File: src/rtl/scan_pkg.sv
// Shared constants and small helpers for the multiplexed seven-segment scanner.
package scan_pkg;

  localparam int         NDIG      = 6;
  localparam logic [7:0] SEG_BLANK = 8'hFF;
  localparam logic [7:0] AN_IDLE   = 8'hFF;

  typedef logic [2:0] dig_idx_t;

  // Active-low anode pattern for one digit; bits [7:6] never go low.
  function automatic logic [7:0] an_onecold(input dig_idx_t idx);
    logic [7:0] an;
    case (idx)
      3'd0:    an = 8'hFE;
      3'd1:    an = 8'hFD;
      3'd2:    an = 8'hFB;
      3'd3:    an = 8'hF7;
      3'd4:    an = 8'hEF;
      3'd5:    an = 8'hDF;
      default: an = AN_IDLE;
    endcase
    return an;
  endfunction

  // Pick the segment byte belonging to one digit out of the packed input.
  function automatic logic [7:0] sel_byte(input logic [47:0] segs, input dig_idx_t idx);
    logic [7:0] b;
    case (idx)
      3'd0:    b = segs[7:0];
      3'd1:    b = segs[15:8];
      3'd2:    b = segs[23:16];
      3'd3:    b = segs[31:24];
      3'd4:    b = segs[39:32];
      3'd5:    b = segs[47:40];
      default: b = SEG_BLANK;
    endcase
    return b;
  endfunction

endpackage

File: src/rtl/scan_blink_timer.sv
// Blink timer: counts completed scan frames and toggles the blink phase
// every BLINK_HALF frames. Only built when SCAN_CTRL_BLINK_EN is defined.
module scan_blink_timer
  import scan_pkg::*;
#(
  parameter int BLINK_HALF = 250
) (
  input  logic clk,
  input  logic reset,
  input  logic i_clr,
  input  logic i_tick,
  output logic o_phase
);

  localparam logic [9:0] FC_LAST = 10'(BLINK_HALF - 1);

  logic [9:0] fc_q, fc_d;
  logic       phase_q, phase_d;

  assign o_phase = phase_q;

  // Next frame count and phase; a clear (scan disabled) restarts both.
  always_comb begin
    fc_d    = fc_q;
    phase_d = phase_q;
    if (i_clr) begin
      fc_d    = 10'd0;
      phase_d = 1'b0;
    end else if (i_tick) begin
      if (fc_q == FC_LAST) begin
        fc_d    = 10'd0;
        phase_d = ~phase_q;
      end else begin
        fc_d    = fc_q + 10'd1;
      end
    end else begin
      fc_d    = fc_q;
    end
  end

  // Frame counter and phase registers.
  always_ff @(posedge clk or negedge reset) begin
    if (!reset) begin
      fc_q    <= 10'd0;
      phase_q <= 1'b0;
    end else begin
      fc_q    <= fc_d;
      phase_q <= phase_d;
    end
  end

endmodule

File: src/rtl/scan_ctrl.sv
// Six-digit multiplexed display scanner with PWM brightness.
// Optional digit blinking is compiled in with macro SCAN_CTRL_BLINK_EN.
module scan_ctrl
  import scan_pkg::*;
#(
  parameter int DWELL      = 1000,
  parameter int BLINK_HALF = 250
) (
  input  logic        clk,
  input  logic        reset,
  input  logic        i_enable,
  input  logic [47:0] i_seg,
  input  logic [5:0]  i_blink_mask,
  input  logic [2:0]  i_bright,
  output logic [7:0]  o_an,
  output logic [7:0]  o_seg,
  output logic        o_frame
);

  localparam logic [12:0] CNT_LAST = 13'(DWELL - 1);
  localparam logic [16:0] DWELL_W  = 17'(DWELL);
  localparam dig_idx_t    IDX_LAST = 3'(NDIG - 1);

  logic [12:0] cnt_q, cnt_d;
  dig_idx_t    idx_q, idx_d;
  logic [7:0]  hold_q, hold_d;
  logic [7:0]  an_q, an_d;
  logic [7:0]  seg_q, seg_d;
  logic        frame_q, frame_d;

  logic [16:0] thr_s;
  logic        lit_s;
  logic        last_cnt_s;
  logic        wrap_s;
  logic        blink_dark_s;
  logic [7:0]  cur_seg_s;

  assign o_an    = an_q;
  assign o_seg   = seg_q;
  assign o_frame = frame_q;

  assign last_cnt_s = (cnt_q == CNT_LAST);
  assign wrap_s     = last_cnt_s && (idx_q == IDX_LAST);

`ifdef SCAN_CTRL_BLINK_EN
  logic       phase_s;
  logic       tick_s;
  logic [7:0] mask8_s;

  assign tick_s  = wrap_s & i_enable;
  assign mask8_s = {2'b00, i_blink_mask};

  scan_blink_timer #(
    .BLINK_HALF (BLINK_HALF)
  ) u_blink (
    .clk     (clk),
    .reset   (reset),
    .i_clr   (!i_enable),
    .i_tick  (tick_s),
    .o_phase (phase_s)
  );

  assign blink_dark_s = phase_s & mask8_s[idx_q];
`else
  logic unused_blink_s;
  assign unused_blink_s = ^{i_blink_mask, 10'(BLINK_HALF)};
  assign blink_dark_s   = 1'b0;
`endif

  // Brightness window: the digit is lit for the first (bright+1)/8 of its dwell.
  always_comb begin
    thr_s = ((({14'd0, i_bright}) + 17'd1) * DWELL_W) >> 3;
    lit_s = ({4'd0, cnt_q} < thr_s) && !blink_dark_s;
  end

  // Scan sequencing, segment capture and next output values.
  always_comb begin
    cnt_d     = cnt_q;
    idx_d     = idx_q;
    hold_d    = hold_q;
    an_d      = AN_IDLE;
    seg_d     = SEG_BLANK;
    frame_d   = 1'b0;
    cur_seg_s = hold_q;
    if (!i_enable) begin
      cnt_d = 13'd0;
      idx_d = 3'd0;
    end else begin
      // The byte sampled at cnt==0 is shown right away, so it bypasses hold_q.
      if (cnt_q == 13'd0) begin
        cur_seg_s = sel_byte(i_seg, idx_q);
        hold_d    = cur_seg_s;
      end else begin
        cur_seg_s = hold_q;
      end
      if (last_cnt_s) begin
        cnt_d = 13'd0;
        if (idx_q == IDX_LAST) begin
          idx_d = 3'd0;
        end else begin
          idx_d = idx_q + 3'd1;
        end
      end else begin
        cnt_d = cnt_q + 13'd1;
      end
      frame_d = wrap_s;
      if (lit_s) begin
        an_d  = an_onecold(idx_q);
        seg_d = cur_seg_s;
      end else begin
        an_d  = AN_IDLE;
        seg_d = SEG_BLANK;
      end
    end
  end

  // State and output registers.
  always_ff @(posedge clk or negedge reset) begin
    if (!reset) begin
      cnt_q   <= 13'd0;
      idx_q   <= 3'd0;
      hold_q  <= SEG_BLANK;
      an_q    <= AN_IDLE;
      seg_q   <= SEG_BLANK;
      frame_q <= 1'b0;
    end else begin
      cnt_q   <= cnt_d;
      idx_q   <= idx_d;
      hold_q  <= hold_d;
      an_q    <= an_d;
      seg_q   <= seg_d;
      frame_q <= frame_d;
    end
  end

endmodule

File: config.mk
export PLATFORM = sky130hd
export DESIGN_NAME = scan_ctrl
export DESIGN_NICKNAME = d
export VERILOG_FILES = /design/src/rtl/scan_pkg.sv /design/src/rtl/scan_blink_timer.sv /design/src/rtl/scan_ctrl.sv
export SDC_FILE = /design/constraint.sdc
export NUM_CORES = 1
export LEC_CHECK = 0
export CAP_MARGIN = 20
export CORE_MARGIN = 5
export CORE_UTILIZATION = 35
export CTS_CLUSTER_SIZE = 20
export DETAILED_ROUTE_END_ITERATION = 16
export HOLD_SLACK_MARGIN = 0.1
export PLACE_DENSITY_LB_ADDON = 0.1
export SLEW_MARGIN = 40
export SYNTH_ARGS = -nofsm -noshare
export SYNTH_HDL_FRONTEND = slang
export SYNTH_SLANG_ARGS = --single-unit
File: constraint.sdc
create_clock -name clk -period 2.92 [get_ports clk]
set_clock_uncertainty 0.15 [all_clocks]
set_input_delay 0.438 -clock clk [delete_from_list [all_inputs] [get_ports clk]]
set_output_delay 0.438 -clock clk [all_outputs]
set_load 0.01 [all_outputs]
==> flow_summary.yaml, run 1 <==
floorplanning:
  die_h_um: 100.5
  die_area_um2: 10100
  ios: 77
  die_w_um: 100.5
  start_util: 0.3542
  rows: 33
  core-area_um2: 8093
critical_path:
  crit_path_start_kind: "input pin"
  critPathArrivalTime_ns: 4.08
  crit_required_ns: 2.97
  critical_path.max_fanout: 9
  crit_type: "input pin to register"
  cp-end-kind: "register"
clocking:
  numCtsBuffers: 5
  path_clk_slew_ns: 0.07
  htree_levels: 2
  cts_tree: "done"
  clk_latency_ns: 0.29
  cts.sinks: 39
  cts-root-buf: "clkbuf_8"
  cts_buffer_depth: 2
detailed_routing:
  dr.pass1.iters: 4
  drc_errors: 0
  drt_iter0_drc: 75
  vias_per_cell: 4.949
  wl_per_cell_um: 14.65
  wirelength_mm: 7.429
  ant_nets: 0
  num_vias: 2509
final_layout:
  fin_util: 0.5048
  layout-drive-gt1-share: 0.2438
  stdcell_count: 507
  antennaDiodeCount: 0
  nets: 495
  layout_common_cells: "64 x clkdlybuf4s50_1, 43 x nor2_1, 32 x buf_4"
  layout_commonest_cell: "clkdlybuf4s50_1"
  area_growth_pct: 42.51
global_route:
  grt_start_max_net_pins: 40
  overflow: 0
  antenna_found_initial: 0
  grt_first_pass_wirelength_mm: 12.65
  grt_pass1_vias: 2684
  grt_util_all_layers: 0.1564
flow_run:
  drv_cap: 0
timing:
  hold_ws_ns: 0.3520
  slew_viol_final: 0
  final-hold-violation-count: 0
  min_period_ns: 4.036
  rsz0062_at_grt: "yes"
  fin_crit_sh: 1.382
  finalSetupViolCount: 14
  worst_pin_slew_ns: 0.7574
  max_freq_ghz: 0.2478
  fin_ws_ns: -1.116
  slew_headroom: 0.4935
power_and_ir_drop:
  ir_worst_vdd_mv: 0.2310
  powerDensity_nw_per_um2: 412.4
  p_leak_nw: 1.730
yosys:
  synth.avg_cell_area_um2: 9.368
  synth_ff_type: "dfstp_2"
  synthArstFlopShare: 1.000
  ys_seq_area_frac: 0.3501
  ys_types: 49
  ys_seq_elements: 39
  ys.warnings.count: 0
  synth_edf_count: 0
  synthCells: 306
  synth_area_um2: 2866
min_path:
  hold_class: "register to register"
status:
  status: "finished with violations"
  violations: "setup timing"
placement:
  pre_cts_ws_ns: -2.105
  dp.cells: 494
  hpwl_mm: 5.910
  port_buffers: 68
  gp_congestion: 0.8102
## power by group
group          switching, mW  internal [mW]
logic                  0.291          0.350
clock network          0.196          0.215
registers             0.0224          0.610
total                  0.509           1.18
## logic make-up (layout without fill, tap and decap cells)
kind of cell,after synthesis,in the layout,share of synthesized area
AOI/OAI and AO/OA,66,66,0.1563
xor gates and xnor gates,19,19,0.05805
adders and majority gates,34,34,0.1667
other,1,2,0.001308
and+or+nand+nor,103,103,0.1842
DFF,39,39,0.3501
muxes,9,9,0.03230
buffers and inverters,35,130,0.05107
## sequential cells by signal, indices dropped and copies added, names as in the netlist
name,count
cnt_q,13
o_frame,1
idx_q,3
hold_q,8
o_an,6
o_seg,8
## layout make-up
type	count	area, µm²
Clock buffer	7	96.34
Clock inverter	1	7.507
Fill cell	773	4008
Inverter	21	78.83
Multi-Input combinational cell	233	1834
Sequential cell	39	1003
Tap cell	105	131.4
Timing Repair Buffer	101	933.4
## worst max-delay path: stages
cell	delay [ns]
buf_8	0.10
ha_4	0.17
xnor2_4	0.14
inv_2	0.08
fa_2	0.57
inv_2	0.05
fa_1	0.51
inv_2	0.05
ha_4	0.27
nand2_4	0.04
o21bai_1	0.15
a21oi_1	0.13
a21oi_1	0.07
xor2_1	0.16
ha_1	0.32
a21oi_1	0.15
a21boi_1	0.08
a211oi_2	0.19
and3_4	0.29
nand4b_1	0.11
## cell usage after synthesis (all sizes together), types with 3 or more instances
cell type | n | share of area
dfstp | 22 | 0.20
nor2b | 6 | 0.013
dfrtp | 17 | 0.15
a21oi | 17 | 0.031
xnor2 | 7 | 0.021
buf | 5 | 0.012
o21ai | 15 | 0.030
a22oi | 10 | 0.026
nor3 | 3 | 0.0092
nand2 | 15 | 0.020
fa | 7 | 0.049
a21boi | 3 | 0.0079
nand4 | 4 | 0.0087
nand3 | 8 | 0.014
o221ai | 5 | 0.015
mux2i | 7 | 0.024
and2 | 5 | 0.011
xor2 | 12 | 0.037
o211ai | 4 | 0.010
nor2 | 43 | 0.056
clkbuf | 9 | 0.012
ha | 27 | 0.12
and3 | 5 | 0.011
inv | 21 | 0.028
or3 | 5 | 0.011
## stage by stage
step	total power [mW]	TNS (ns)	area, µm²
2_1_floorplan	0.9854	-17.88	2943
3_3_place_gp	1.238	-26.66	3891
3_5_place_dp	1.247	-27.87	3894
4_1_cts	1.694	-16.05	4056
5_1_grt	1.809	-18.27	4085
6_report	1.685	-14.95	4085
## per-layer routing
| metal | vias up | share of wire | track usage |
|---|---|---|---|
| li1 | 1250 | - | - |
| met1 | 1191 | 0.43 | 0.1941 |
| met2 | 59 | 0.49 | 0.2691 |
| met3 | 9 | 0.060 | 0.04291 |
| met4 | 0 | 0.013 | 0.03834 |
| met5 | - | 0 | 0 |
## repair_timing
| item | CTS | global route |
|---|---|---|
| setup endpoints to repair | 14 | 14 |
| resized for setup | 32 | 6 |
| buffers inserted | 3 | 1 |
| pin swaps | 17 | 5 |
| hold buffers | 1 | 0 |
| endpoints found under the hold margin | 17 | 0 |
## final timing paths
| check | start | to | slack, ns | cells past startpoint |
|---|---|---|---|---|
| hold / removal | hold_q[6]$_DFFE_PN1P_ | hold_q[6]$_DFFE_PN1P_ | 0.35 | 2 |
| setup / recovery | i_bright[1] | o_an[3]$_DFF_PN1_ | -1.12 | 20 |
| min in group asynchronous | reset | cnt_q[5]$_DFF_PN0_ | 0.50 | 2 |
| max in group asynchronous | reset | o_seg[6]$_DFF_PN1_ | 1.75 | 2 |
| hold reg to reg | hold_q[6]$_DFFE_PN1P_ | hold_q[6]$_DFFE_PN1P_ | 0.35 | 2 |
| setup reg to reg | cnt_q[0]$_DFF_PN0_ | hold_q[1]$_DFFE_PN1P_ | 0.56 | 7 |
Power figures use the tool's default switching activity.
==> inputs of run 2 (changes only) <==
- SETUP_SLACK_MARGIN: not set -> 0.4
- clock period: 2.92 -> 5.16 ns (I/O delays scaled with it)
==> flow_summary.yaml, run 2 (synthesized netlist as in run 1, its figures left out) <==
critical_path:
  crit_type: "input pin to register"
  r2r-start: "cnt_q[0]$_DFF_PN0_"
  critPathArrivalTime_ns: 4.59
  worstSetupPathDepth: 21
  worst_r2r_endpoint: "hold_q[1]$_DFFE_PN1P_"
  slowest_delay_ns: 0.61
  critical_path.max_fanout: 5
  crit_path_top_delay_cell: "fa_2"
  critPathTopFamily: "adder cells"
  cp-startpoint: "i_bright[0]"
  reg2reg_slack_ns: 2.57
  crit_required_ns: 5.22
  cp-end-kind: "register"
  timing.critical_path.buf_inv: 5
  reg2reg_depth: 7
  path_cells: "clkbuf_2 > ha_4 > xnor2_2 > inv_2 > fa_2 > inv_2 > fa_1 > inv_2 > ha_4 > nand2_2 > o21bai_1 > a21oi_1 > a21oi_1 > xor2_1 > ha_1 > a21oi_1 > a21boi_1 > a211oi_2 > and3_4 > buf_6 > nand4b_1"
  cp-endpoint: "o_an[3]$_DFF_PN1_"
  crit_path_start_kind: "input pin"
clocking:
  path_clk_slew_ns: 0.09
  clk_latency_ns: 0.30
  cts_tree: "done"
  numCtsBuffers: 5
  cts_buffer_depth: 2
  cts-root-buf: "clkbuf_8"
  htree_levels: 2
  cts.sinks: 39
floorplanning:
  die_h_um: 100.5
  start_util: 0.3542
  core-area_um2: 8093
  die_w_um: 100.5
  ios: 77
  die_area_um2: 10100
  rows: 33
final_layout:
  layout_commonest_cell: "clkdlybuf4s50_1"
  area_growth_pct: 38.80
  antennaDiodeCount: 0
  layout-drive-gt1-share: 0.2128
  largest_reg_flops: 13
  regMostFlops: "cnt_q"
  nets: 483
  final_area_um2: 3979
  layout_common_cells: "64 x clkdlybuf4s50_1, 43 x nor2_1, 24 x ha_1"
global_route:
  overflow: 0
  grt_first_pass_wirelength_mm: 12.79
  antenna_found_initial: 0
  grt_pass1_vias: 2561
  grt_util_all_layers: 0.1597
  grt_start_max_net_pins: 40
timing:
  min_period_ns: 4.532
  rsz0062_at_grt: "no"
  slew_viol_final: 0
  setup_tns_ns: 0
  fin_crit_sh: 0.8783
  finalSetupViolCount: 0
  final-hold-violation-count: 0
  slew_headroom: 0.4798
  worst_pin_slew_ns: 0.7802
  max_freq_ghz: 0.2207
  hold_ws_ns: 0.2904
placement:
  placed_area_um2: 3772
  port_buffers: 68
  hpwl_mm: 5.819
  gp_congestion: 0.8250
power_and_ir_drop:
  p_leak_nw: 1.676
  powerDensity_nw_per_um2: 252.8
  finalPower_mw: 1.006
  ir_worst_vdd_mv: 0.1224
detailed_routing:
  vias_per_cell: 4.968
  num_vias: 2459
  drc_errors: 0
  dr.pass1.iters: 4
  ant_nets: 0
  drt_iter0_drc: 80
  wirelength_mm: 7.552
  wl_per_cell_um: 15.26
min_path:
  hold_class: "input pin to asynchronous set/reset pin"
status:
  status: "finished, final reports clean"
flow_run:
  drv_cap: 0
run 2: cell count changes in the layout (fill, tap and decap cells not counted), sizes merged:
cell	before	now
dlygate4sd3	1	0
inv	21	22
clkinvlp	1	0
clkbuf	7	9
buf	36	22
bufinv	0	1
run 2: report_power, final:
group	switching, mW	total (mW)	internal [mW]	leakage, nW
clock	0.122	0.299	0.177	0.0685
combinational	0.164	0.350	0.186	1.14
sequential	0.0121	0.357	0.345	0.467
run 2: layout make-up:
class / count / area [µm²]
fill: 777 / 4114
tap: 105 / 131.4
timing repair buffer: 89 / 828.3
multi-input combinational: 233 / 1802
clock inverter: 2 / 41.29
inverter: 21 / 78.83
sequential: 39 / 1003
clock buffer: 6 / 93.84
run 2: worst min-delay path by stage:
stage / startpoint / end / slack [ns] / cells after the start
after floorplan: reset / cnt_q[0]$_DFF_PN0_ / 0.33 / 0
after global placement: hold_q[4]$_DFFE_PN1P_ / hold_q[4]$_DFFE_PN1P_ / 0.34 / 2
after detailed placement: hold_q[5]$_DFFE_PN1P_ / hold_q[5]$_DFFE_PN1P_ / 0.34 / 2
after CTS: reset / cnt_q[3]$_DFF_PN0_ / 0.29 / 1
after global routing: reset / cnt_q[2]$_DFF_PN0_ / 0.33 / 1
final: reset / cnt_q[2]$_DFF_PN0_ / 0.29 / 1
run 2: stage by stage:
step / utilization / std cells / setup slack, ns
3_3_place_gp: 0.4658 / 485 / -0.1880
4_1_cts: 0.4918 / 495 / 0.4076
3_5_place_dp: 0.4661 / 485 / -0.1924
5_1_grt: 0.4917 / 495 / 0.4118
2_1_floorplan: - / 307 / 0.4034
6_report: 0.4917 / 495 / 0.6281
run 2: worst register-to-register path, delay by kind of cell, from the launching register on:
family | cells | cell delay, ns
AND/OR/NAND/NOR | 4 | 1.57
flip-flops | 1 | 0.44
adder cells (fa/ha/maj) | 1 | 0.14
AO/OA/AOI/OAI | 1 | 0.13
buffers and inverters | 1 | 0.08
run 2: what timing repair did:
item,in CTS,in global routing
pin swaps,13,16
setup endpoints to repair,14,12
buffers inserted,1,0
cloned,1,0
gates resized for setup,22,8
hold buffers,0,0
run 2: routing by layer:
metal	up-vias	wire length (µm)	GRT usage
met1	1170	3626	0.2185
met4	0	135	0.04663
met2	51	3494	0.2589
li1	1228	-	-
met5	-	0	0
met3	10	295	0.02837
==> inputs of run 3 (changes only) <==
- DONT_BUFFER_PORTS: not set -> 1
- clock period: 5.16 -> 4.43 ns (I/O delays scaled with it)
==> flow_summary.yaml, run 3 (synthesized netlist as in run 1, its figures left out) <==
status:
  status: "finished, final reports clean"
power_and_ir_drop:
  finalPower_mw: 1.097
  power.share.clock: 0.271
  powerDensity_nw_per_um2: 317.5
  p_sw_frac: 0.3072
  power_frac_seq: 0.386
  switchingPower_mw: 0.3371
  comb_power_share: 0.343
  p_leak_nw: 1.439
  ir_worst_vdd_mv: 0.2231
  p_int_mw: 0.7604
final_layout:
  fin_util: 0.4272
  area_growth_pct: 20.60
  nets: 422
  layout_commonest_cell: "nor2_1"
  regMostFlops: "cnt_q"
  layout_common_cells: "43 x nor2_1, 23 x ha_1, 22 x dfstp_2, 22 x buf_4"
  largest_reg_flops: 13
  final-seq-area_um2: 1003
  layout-drive-gt1-share: 0.3009
  multi_input_area_um2: 1893
  antennaDiodeCount: 0
  nFillCells: 835
critical_path:
  crit_type: "input pin to register"
  crit_path_start_kind: "input pin"
  crit_required_ns: 4.48
  cp-end-kind: "register"
  critPathArrivalTime_ns: 4.34
  critical_path.max_fanout: 10
timing:
  fin_crit_sh: 0.9703
  max_freq_ghz: 0.2326
  rsz0062_at_grt: "yes"
  slew_viol_final: 0
  hold_ws_ns: 0.2596
  finalSetupViolCount: 0
  min_period_ns: 4.298
  slew_headroom: 0.4998
  final-hold-violation-count: 0
  worst_pin_slew_ns: 0.7503
global_route:
  grt_pass1_vias: 2441
  grt_start_max_net_pins: 40
  antenna_found_initial: 0
  overflow: 0
  grt_first_pass_wirelength_mm: 11.96
  grt_util_all_layers: 0.1490
detailed_routing:
  wl_per_cell_um: 16.34
  num_vias: 2253
  ant_nets: 0
  wirelength_mm: 7.091
  drc_errors: 0
  drt_iter0_drc: 54
  vias_per_cell: 5.191
  dr.pass1.iters: 4
clocking:
  cts.sinks: 39
  numCtsBuffers: 5
  cts_tree: "done"
  cts-root-buf: "clkbuf_8"
  htree_levels: 2
  path_clk_slew_ns: 0.08
  cts_buffer_depth: 2
  clk_latency_ns: 0.29
floorplanning:
  rows: 33
  ios: 77
  die_h_um: 100.5
  die_area_um2: 10100
  die_w_um: 100.5
  core-area_um2: 8093
  start_util: 0.3542
min_path:
  hold_class: "input pin to register"
flow_run:
  drv_cap: 0
placement:
  hpwl_mm: 5.386
  gp_congestion: 0.7205
  port_buffers: 0
run 3: changes by cell type in the layout (fill, tap and decap cells not counted), sizes merged:
cell,change
clkbuf,-3
dlygate4sd3,+1
clkdlybuf4s50,-64
buf,+5
inv,-1
clkinvlp,+1
run 3: area by class of cell:
| cell class | count | area share |
|---|---|---|
| Inverter | 21 | 0.02280 |
| Timing Repair Buffer | 28 | 0.06949 |
| Tap cell | 105 | 0.03800 |
| Sequential cell | 39 | 0.2903 |
| Clock inverter | 2 | 0.01086 |
| Multi-Input combinational cell | 233 | 0.5476 |
| Clock buffer | 6 | 0.02099 |
run 3: final timing paths:
kind | endpoint | from | slack, ns | cells past startpoint
min in group asynchronous | cnt_q[8]$_DFF_PN0_ | reset | 0.67 | 2
hold / removal | hold_q[3]$_DFFE_PN1P_ | i_enable | 0.26 | 1
max in group asynchronous | hold_q[5]$_DFFE_PN1P_ | reset | 3.18 | 2
setup / recovery | o_an[0]$_DFF_PN1_ | i_bright[0] | 0.13 | 21
setup reg to reg | hold_q[7]$_DFFE_PN1P_ | idx_q[2]$_DFFE_PN0P_ | 1.87 | 6
hold reg to reg | hold_q[0]$_DFFE_PN1P_ | hold_q[0]$_DFFE_PN1P_ | 0.36 | 2
run 3: per-layer routing:
metal  vias up  GRT usage  part of all wire
li1       1105          -                 -
met1      1070     0.1768              0.42
met2        71     0.2661              0.51
met3         7    0.03945             0.057
met4         0    0.03834             0.013
met5         -          0                 0
run 3: power groups by stage:
stage	Sequential (mW)	Combinational, mW	Clock, mW
detailed placement	0.429	0.318	0
finish	0.423	0.377	0.297
floorplan	0.425	0.225	0
global route	0.427	0.425	0.324
CTS	0.423	0.350	0.307
global placement	0.429	0.314	0
run 3: timing repair:
action,4_1_cts,5_1_grt
buffers inserted,3,3
pin swaps,20,7
cloned,1,0
gates resized for setup,28,8
endpoints found under the setup margin,14,14
hold buffers,2,0
hold endpoints to repair,39,0
run 3: critical path: stages:
cell	delay, ns
ha_4	0.15
xnor2_4	0.14
inv_2	0.07
fa_2	0.58
inv_2	0.06
fa_1	0.49
inv_2	0.04
ha_4	0.27
nand2_4	0.05
o21bai_4	0.17
a21oi_2	0.13
a21oi_2	0.05
xor2_1	0.14
ha_1	0.34
a21oi_2	0.13
a21boi_1	0.08
a211oi_2	0.29
buf_4	0.17
buf_6	0.08
and2_4	0.13
nand4b_1	0.10
run 3: through the flow:
step | setup WS, ns | cells | TNS (ns) | area [µm²]
floorplan | -0.07771 | 307 | -0.5653 | 2943
detailed placement | -0.2901 | 417 | -3.353 | 3148
finish | 0.1317 | 434 | 0 | 3457
global placement | -0.2731 | 417 | -3.193 | 3148
CTS | 0.1029 | 431 | 0 | 3398
global route | -0.06490 | 434 | -0.1628 | 3457
